`config.mk`:
```
export PLATFORM = sky130hd
export DESIGN_NAME = mem_nr1w
export DESIGN_NICKNAME = d
export VERILOG_FILES = /design/src/rtl/mem_pkg.sv /design/src/rtl/mem_nr1w_shift.sv /design/src/rtl/mem_nr1w.sv
export SDC_FILE = /design/constraint.sdc
export NUM_CORES = 1
export LEC_CHECK = 0
export CAP_MARGIN = 30
export CORE_AREA = 4 4 41 43
export CTS_BUF_LIST = sky130_fd_sc_hd__clkbuf_4 sky130_fd_sc_hd__clkbuf_8
export DETAILED_ROUTE_END_ITERATION = 16
export DIE_AREA = 0 0 45 47
export PLACE_DENSITY = 0.7
export REMOVE_ABC_BUFFERS = 1
export SETUP_SLACK_MARGIN = 0.05
export SYNTH_ARGS = -nofsm -noshare
export SYNTH_HDL_FRONTEND = slang
export SYNTH_SLANG_ARGS = --single-unit
export TNS_END_PERCENT = 50
```
`constraint.sdc`:
```
create_clock -name clk -period 3.95 [get_ports clk]
set_input_delay 0.79 -clock clk [delete_from_list [all_inputs] [get_ports clk]]
set_output_delay 0.79 -clock clk [all_outputs]
set_load 0.05 [all_outputs]
```
`src/rtl/mem_pkg.sv`:
```
// Shared definitions for the mem_nr1w memory: FSM state encoding and init-pattern helper.
package mem_pkg;

    localparam logic [1:0] ST_RESET_ENC = 2'd0;
    localparam logic [1:0] ST_INIT_ENC  = 2'd1;
    localparam logic [1:0] ST_READY_ENC = 2'd2;

    typedef enum logic [1:0] {
        ST_RESET = ST_RESET_ENC,
        ST_INIT  = ST_INIT_ENC,
        ST_READY = ST_READY_ENC
    } mem_state_t;

    // Init value of word idx before truncation to the word width.
    function automatic int unsigned init_word(input int unsigned strt,
                                              input int unsigned incr,
                                              input int unsigned idx);
        return strt + idx * incr;
    endfunction

endpackage

```
`src/rtl/mem_nr1w_shift.sv`:
```
// Fixed-latency delay line; DELAY=0 is a plain wire.
module shift #(
    parameter int WIDTH = 1,
    parameter int DELAY = 0
) (
    input  logic             clk,
    input  logic             rst,
    input  logic [WIDTH-1:0] i_din,
    output logic [WIDTH-1:0] o_dout
);

    generate
        if (DELAY == 0) begin : g_comb
            logic w_unused_clkrst;
            assign w_unused_clkrst = clk ^ rst;
            assign o_dout = i_din;
        end else begin : g_pipe
            logic [WIDTH-1:0] r_pipe [DELAY];

            // Shift register, cleared on reset so no stale valids survive it.
            always_ff @(posedge clk) begin
                if (rst) begin
                    for (int i = 0; i < DELAY; i++) begin
                        r_pipe[i] <= '0;
                    end
                end else begin
                    r_pipe[0] <= i_din;
                    for (int i = 1; i < DELAY; i++) begin
                        r_pipe[i] <= r_pipe[i-1];
                    end
                end
            end

            assign o_dout = r_pipe[DELAY-1];
        end
    endgenerate

endmodule

```
`src/rtl/mem_nr1w.sv`:
```
// N-read / 1-write memory with optional post-reset initialisation sweep,
// configurable read latency and optional write-to-read bypass.
module mem_nr1w
    import mem_pkg::*;
#(
    parameter int NUMADDR    = 8,
    parameter int BITADDR    = 3,
    parameter int BITDATA    = 1,
    parameter int NUMRDPT    = 2,
    parameter int SRAM_DELAY = 0,
    parameter int RSTINIT    = 0,
    parameter int RSTSTRT    = 0,
    parameter int RSTINCR    = 0,
    parameter int BYPASS     = 0
) (
    input  logic                       clk,
    input  logic                       rst,
    output logic                       ready,
    input  logic [NUMRDPT-1:0]         read,
    input  logic [NUMRDPT*BITADDR-1:0] rd_adr,
    output logic [NUMRDPT-1:0]         rd_vld,
    output logic [NUMRDPT*BITDATA-1:0] rd_dout,
    input  logic                       write,
    input  logic [BITADDR-1:0]         wr_adr,
    input  logic [BITDATA-1:0]         wr_din
);

    localparam logic [BITADDR-1:0] LAST_ADR = BITADDR'(NUMADDR - 1);

    mem_state_t           r_state;
    logic                 r_ready;
    logic [BITADDR-1:0]   r_init_cnt;
    logic [BITDATA-1:0]   r_mem [NUMADDR];

    logic                 w_accept;
    logic                 w_wr_ok;
    logic                 w_init_wr;
    logic [BITDATA-1:0]   w_init_data;

    // Requests are honoured only in READY and never in a reset cycle.
    assign w_accept    = r_ready & ~rst;
    assign w_wr_ok     = w_accept & write & (32'(wr_adr) < 32'(NUMADDR));
    assign w_init_wr   = (r_state == ST_INIT) & ~rst;
    assign w_init_data = BITDATA'(init_word($unsigned(RSTSTRT), $unsigned(RSTINCR),
                                            32'(r_init_cnt)));
    assign ready       = w_accept;

    // Control FSM: RESET -> (INIT sweep) -> READY; ready tracks the READY state.
    always_ff @(posedge clk) begin
        if (rst) begin
            r_state    <= ST_RESET;
            r_ready    <= 1'b0;
            r_init_cnt <= '0;
        end else begin
            case (r_state)
                ST_RESET: begin
                    r_init_cnt <= '0;
                    if (RSTINIT != 0) begin
                        r_state <= ST_INIT;
                        r_ready <= 1'b0;
                    end else begin
                        r_state <= ST_READY;
                        r_ready <= 1'b1;
                    end
                end
                ST_INIT: begin
                    if (r_init_cnt == LAST_ADR) begin
                        r_state    <= ST_READY;
                        r_ready    <= 1'b1;
                        r_init_cnt <= '0;
                    end else begin
                        r_init_cnt <= r_init_cnt + BITADDR'(1);
                    end
                end
                ST_READY: begin
                    r_ready <= 1'b1;
                end
                default: begin
                    r_state <= ST_RESET;
                    r_ready <= 1'b0;
                end
            endcase
        end
    end

    // Storage array; init sweep owns the write port while in INIT. No reset so it maps to SRAM.
    always_ff @(posedge clk) begin
        if (w_init_wr) begin
            r_mem[r_init_cnt] <= w_init_data;
        end else if (w_wr_ok) begin
            r_mem[wr_adr] <= wr_din;
        end
    end

    generate
        for (genvar k = 0; k < NUMRDPT; k++) begin : g_rd
            logic [BITADDR-1:0] w_adr;
            logic               w_vld;
            logic               w_in_range;
            logic               w_hit;
            logic [BITDATA-1:0] w_data;
            logic [BITDATA:0]   w_pipe_out;
            logic               w_out_vld;

            assign w_adr      = rd_adr[k*BITADDR +: BITADDR];
            assign w_vld      = w_accept & read[k];
            assign w_in_range = 32'(w_adr) < 32'(NUMADDR);
            assign w_hit      = (BYPASS != 0) & w_wr_ok & (wr_adr == w_adr);

            // Read data select: zero when idle or out of range, forwarded on a bypass hit.
            always_comb begin
                w_data = '0;
                if (w_vld & w_in_range) begin
                    w_data = w_hit ? wr_din : r_mem[w_adr];
                end
            end

            shift #(
                .WIDTH (BITDATA + 1),
                .DELAY (SRAM_DELAY)
            ) u_shift (
                .clk    (clk),
                .rst    (rst),
                .i_din  ({w_vld, w_data}),
                .o_dout (w_pipe_out)
            );

            assign w_out_vld                     = w_pipe_out[BITDATA] & ~rst;
            assign rd_vld[k]                     = w_out_vld;
            assign rd_dout[k*BITDATA +: BITDATA] = w_out_vld ? w_pipe_out[BITDATA-1:0] : '0;
        end
    endgenerate

endmodule

```
* Word level (Yosys, flattened, before mapping)
Memory sizes are Yosys's and may differ from the RTL's. Index checks and enable logic that the tools add are counted.
Operators by class: $add $sub $neg 1, eq/ne operators 4, multiplexer cells 18, bitwise gates (word level) 9, reductions and logical operators 5
Operators by type and width (count):
- 1-bit 2-to-1 mux | 12
- 1-bit AND | 7
- 3-bit 2-to-1 mux | 2
- 2-bit case mux with 3 select lines | 1
- 3-bit case mux with 2 select lines | 1
- 3-bit by 1-bit adder with 3-bit output (second input constant) | 1
- 3-bit == test (second input constant) | 1
- 2-bit by 1-bit == test with 1-bit output (second input constant) | 1
- 2-bit == test (second input constant) | 1
- 2-bit logical NOT | 1
- 2-bit 2-to-1 mux | 1
- 2-bit by 1-bit != test with 1-bit output (second input constant) | 1
- 1-bit NOT | 2
- 1-bit case mux with 2 select lines | 1
- 2-bit AND reduction | 1
- 2-bit nonzero test | 1
- 2-bit OR reduction | 1
- 1-bit OR reduction | 1
Storage, ports and cells: flip-flop bits (word level) 6, bits in writable memories 8, bits of input ports 15, output and inout port bits 5, memories kept 1
Memory list:
- r_mem | words 8, bits a word 1, rd ports 2, clocked after Yosys merged registers in 0, write ports 1, RTL line mem_nr1w.sv:33 | logic [BITDATA-1:0] r_mem [NUMADDR];

* Logic depth before layout (Yosys ltp)
word-level depth 8, gate-level depth with buffers 4, gate-level depth less buffers 3

* Hierarchy
From an unflattened synthesis, not the netlist that was laid out.
Second synthesis, totals: cell total of the unflattened synthesis 47, area total of the unflattened synthesis 555.5 um^2
Modules (own cells, without submodules):
- mem_nr1w | instances 1, cells an instance 43, area each 525.5 um^2
- shift | instances 2, cells an instance 2, area each 15.0 um^2

* Least setup slack after synthesis
OpenSTA, ideal clock, no wires.
path kind in2out, from in rst, to out rd_dout[0], arrival time 2491 ps, path slack 669 ps, stages on the path 3, cells stage by stage nor2b_1 nand2_1 nor2_1
On the way: cells in the longest elaborated chain, start to end 5, elaborated cells between the ends (all ways) 6, classes of those cells mux (2); bitwise (4)
Ends and longest elaborated chain:
- start: declaration | RTL line mem_nr1w.sv:17 | input logic rst,
- 1-bit NOT * | RTL line mem_nr1w.sv:41, mem_nr1w.sv:128
- 1-bit AND | RTL line mem_nr1w.sv:41 | assign w_accept = r_ready & ~rst;
- 1-bit AND | RTL line mem_nr1w.sv:106 | assign w_vld = w_accept & read[k];
- 1-bit 2-to-1 mux or 1-bit AND (tied branches) | RTL line mem_nr1w.sv:113, mem_nr1w.sv:128
- 1-bit 2-to-1 mux * | RTL line mem_nr1w.sv:130 | assign rd_dout[k*BITDATA +: BITDATA] = w_out_vld ? w_pipe_out[BITDATA-1:0] : '0;
- end: declaration | RTL line mem_nr1w.sv:22 | output logic [NUMRDPT*BITDATA-1:0] rd_dout,
Mark *: on every way between the ends. The rest lies on a longest branch, timed or not.

* Worst setup path after layout
from in rd_adr[3], to out rd_dout[1]
On the way: cells in the longest elaborated chain, start to end 3
Ends and longest elaborated chain:
- start: declaration | RTL line mem_nr1w.sv:20 | input logic [NUMRDPT*BITADDR-1:0] rd_adr,
- memory 8 x 1 bit
- 1-bit 2-to-1 mux | RTL line mem_nr1w.sv:113 | if (w_vld & w_in_range) begin
- 1-bit 2-to-1 mux | RTL line mem_nr1w.sv:130
Every way passes these cells.

==> metrics.md <==
| Metric | Value |
|---|---|
| Status | `finished, final reports clean` |
| Util after Layout | `0.557` |
| Max-slew violations | `0` |
| CP most frequent cell | `clkdlybuf4s50_1` |
| Yosys top cell area share | `0.480` |
| Top Ports | `20` |
| Delay-heaviest family, CP | `buffers and inverters` |
| CP peak stage delay | `approximately 0.69 ns` |
| CP arrival | `~2.8 ns` |
| Pin count of the biggest net entering global routing | `9` |
| Layout Cells excl Fill | `75` |
| Slew @ Worst Pin | `0.498 ns` |
| Final worst path period need | `roughly 3.6 ns` |
| Worst r2r dst | `r_mem[0]` |
| Bufs on Longest Clock Path | `2` |
| Number of diodes | `0` |
| Post-Synthesis Cells | `39` |
| Post-synth top area cell | `edfxtp_1` |
| Power Density | `between 200 and 300 nW/um2` |
| DR vias/cell | `~5.0` |
| Clk pin slew, worst setup/hold paths | `0.06 ns` |
| Worst EP required | `between 3 and 4 ns` |
| Leak | `between 0.3 and 0.4 nW` |
| Share of cells above drive strength 1 | `0.0667` |
| Metal-1 WL | `between 300 and 400 um` |
| Post_cts resized | `0` |
| CTS tree | `done` |
| Via count of the first global-routing pass | `around 390` |
| R2r setup slk | `2.59 ns` |
| Clock root buffer | `clkbuf_4` |
| Clock Skew | `0.00368 ns` |
| Clock sink count | `9` |
| H-tree depth | `1` |
| Total die area | `2120 um2` |
| CP max-delay cell | `clkdlybuf4s50_1` |
| CTS Buf Count | `3` |
| Fin nets | `76` |
| Starting Density | `0.385` |
| Die width | `between 40 and 50 um` |
| Uppermost layer routed | `met4` |
| Fill cells | `about 120` |
| Worst reg-to-reg path cell count | `3` |
| Antenna violations before repair | `0` |
| Peak supply drop | `0.000159 V` |
| Mean Syn Cell Area | `between 10 and 15 um2` |
| Final period utilization | `0.909` |
| CP Cell Sequence | `clkdlybuf4s50_1, mux4_1, mux2i_1, nor2_1, clkdlybuf4s50_1` |
| Initial DRT Pass Iterations | `2` |
| RSZ-0062 raised after global routing | `no` |
| Placed insts | `71` |
| GRT Residual Overflow | `0` |
| Final TNS setup | `0 ns` |
| Post-Route WL | `about 950 um` |
| Element type at the critical path end | `primary output` |
| Reg2reg start | `r_ready` |
| Hold crit path type | `reg -> reg` |
| Layout overhead on the synthesized area | `44.8%` |
| Synth top area cells | `edfxtp_1, mux4_1, nor2_1` |
| Crit path from | `rd_adr[3]` |
| Library cells used by synthesis | `14` |
| CP startpoint kind | `input pin` |
| WL/cell | `between 10 and 15 um` |
| Drt first-iter violations | `2` |
| Hold slack | `0.877 ns` |
| Final antenna-violating net count | `0` |
| Routed met2 length | `between 400 and 500 um` |
| Hold Fails Final Rpt | `0` |
| Total GRT Usage | `0.111` |
| Max Fclk | `about 0.28 GHz` |
| #FFs+latches synth | `9` |
| RePlAce Congestion | `approximately 0.67` |
| Max-cap violations | `0` |
| Later-pin clock latency in the skew report | `between 0.2 and 0.3 ns` |
| Final setup viols | `0` |
| Met3 Wirelength | `around 120 um` |
| Hold-fix buffers, CTS | `0` |
| Port Buf Inserts | `19` |
| Buf/Inv on CP | `2` |
| First-pass GRT wire length | `1500 um` |
| Crit Path Class | `in -> out` |
| Number of cells on the critical path | `5` |
| # DRC | `0` |
| Vias | `approximately 380` |
| Post-CTS setup buffer count | `0` |
| Vert. Die Dim | `about 47 um` |
| Rows | `13` |
| Core ar. | `~1300 um2` |
| CP Capture Point | `rd_dout[1]` |
| DPL Wire Length | `784 um` |
| Register area share after synthesis | `0.520` |
| Synthesized area | `500 um2` |
| Pwr Total | `0.000213 W` |
| Crit-path max FO | `2` |
| Synth Warn # | `0` |
| Max-slew headroom | `0.667` |
[routing by layer]
metal,track usage,vias to the layer above
li1,-,187
met1,0.0872,164
met2,0.206,22
met3,0.0383,5
met4,0.105,0
met5,0,-
[cell usage after synthesis]
cell type and n:
nand2b_1 2, nor3_1 2, nand3b_1 1, nor2_1 8, inv_1 3, dfxtp_1 1, nand2_1 3, mux2i_1 2
and3_1 1, nor2b_1 1, buf_4 2, nand3_1 1, edfxtp_1 8, mux4_1 4
[flip-flops by register name, summed over array words and instances (netlist names)]
signal   count
r_mem        8
r_ready      1
[worst min-delay path: cells and delay by family, from the launching register on]
family	cells	cell delay (ns)
flops	1	0.29
simple gates	3	0.43
[cell type report]
type | instances | area [um2] | area share
Timing Repair Buffer | 19 | 190 | 0.263
Inverter | 3 | 11.3 | 0.0155
Sequential cell | 9 | 260 | 0.359
Tap cell | 15 | 18.8 | 0.0259
Multi-Input combinational cell | 25 | 214 | 0.295
Clock buffer | 4 | 30.0 | 0.0415
[placed cells by master (no fill, tap or decap)]
cell              n
and3_1            1
mux4_1            4
nor2_1            8
nor3_1            2
clkdlybuf4s50_1  19
clkbuf_4          4
nand3_1           1
edfxtp_1          8
nand2_1           3
mux2i_1           2
inv_1             3
nand2b_1          2
dfxtp_1           1
nor2b_1           1
nand3b_1          1
[cell families (layout without fill, tap and decap cells)]
kind of cell | count (synthesis) | count (layout) | share of synthesized area
simple gates | 19 | 19 | 0.178
mux | 6 | 6 | 0.250
buf+inv | 5 | 26 | 0.0525
flops | 9 | 9 | 0.520
[worst min path at each step]
stage	from	endpoint	slack [ns]	cells after the start
floorplan	rst	r_ready	0.85	1
global placement	r_ready	r_mem[2]	0.87	3
detailed placement	r_ready	r_mem[7]	0.88	3
CTS	r_ready	r_mem[1]	0.89	3
global route	r_ready	r_mem[1]	0.93	3
finish	r_ready	r_mem[2]	0.88	3
[per-stage QoR]
stage / instance area (um2) / setup WS [ns]
after floorplan: 485 / 0.669
after global placement: 694 / 0.340
after detailed placement: 694 / 0.342
after CTS: 724 / 0.340
after global routing: 724 / 0.258
final: 724 / 0.359
[power breakdown]
part | switching [W] | total, W | internal [W]
registers | 0.0000000963 | 0.000104 | 0.000104
clock network | 0.0000313 | 0.0000771 | 0.0000457
logic | 0.0000139 | 0.0000325 | 0.0000186
total | 0.0000453 | 0.000213 | 0.000168
(Power assumes the default switching activity.)
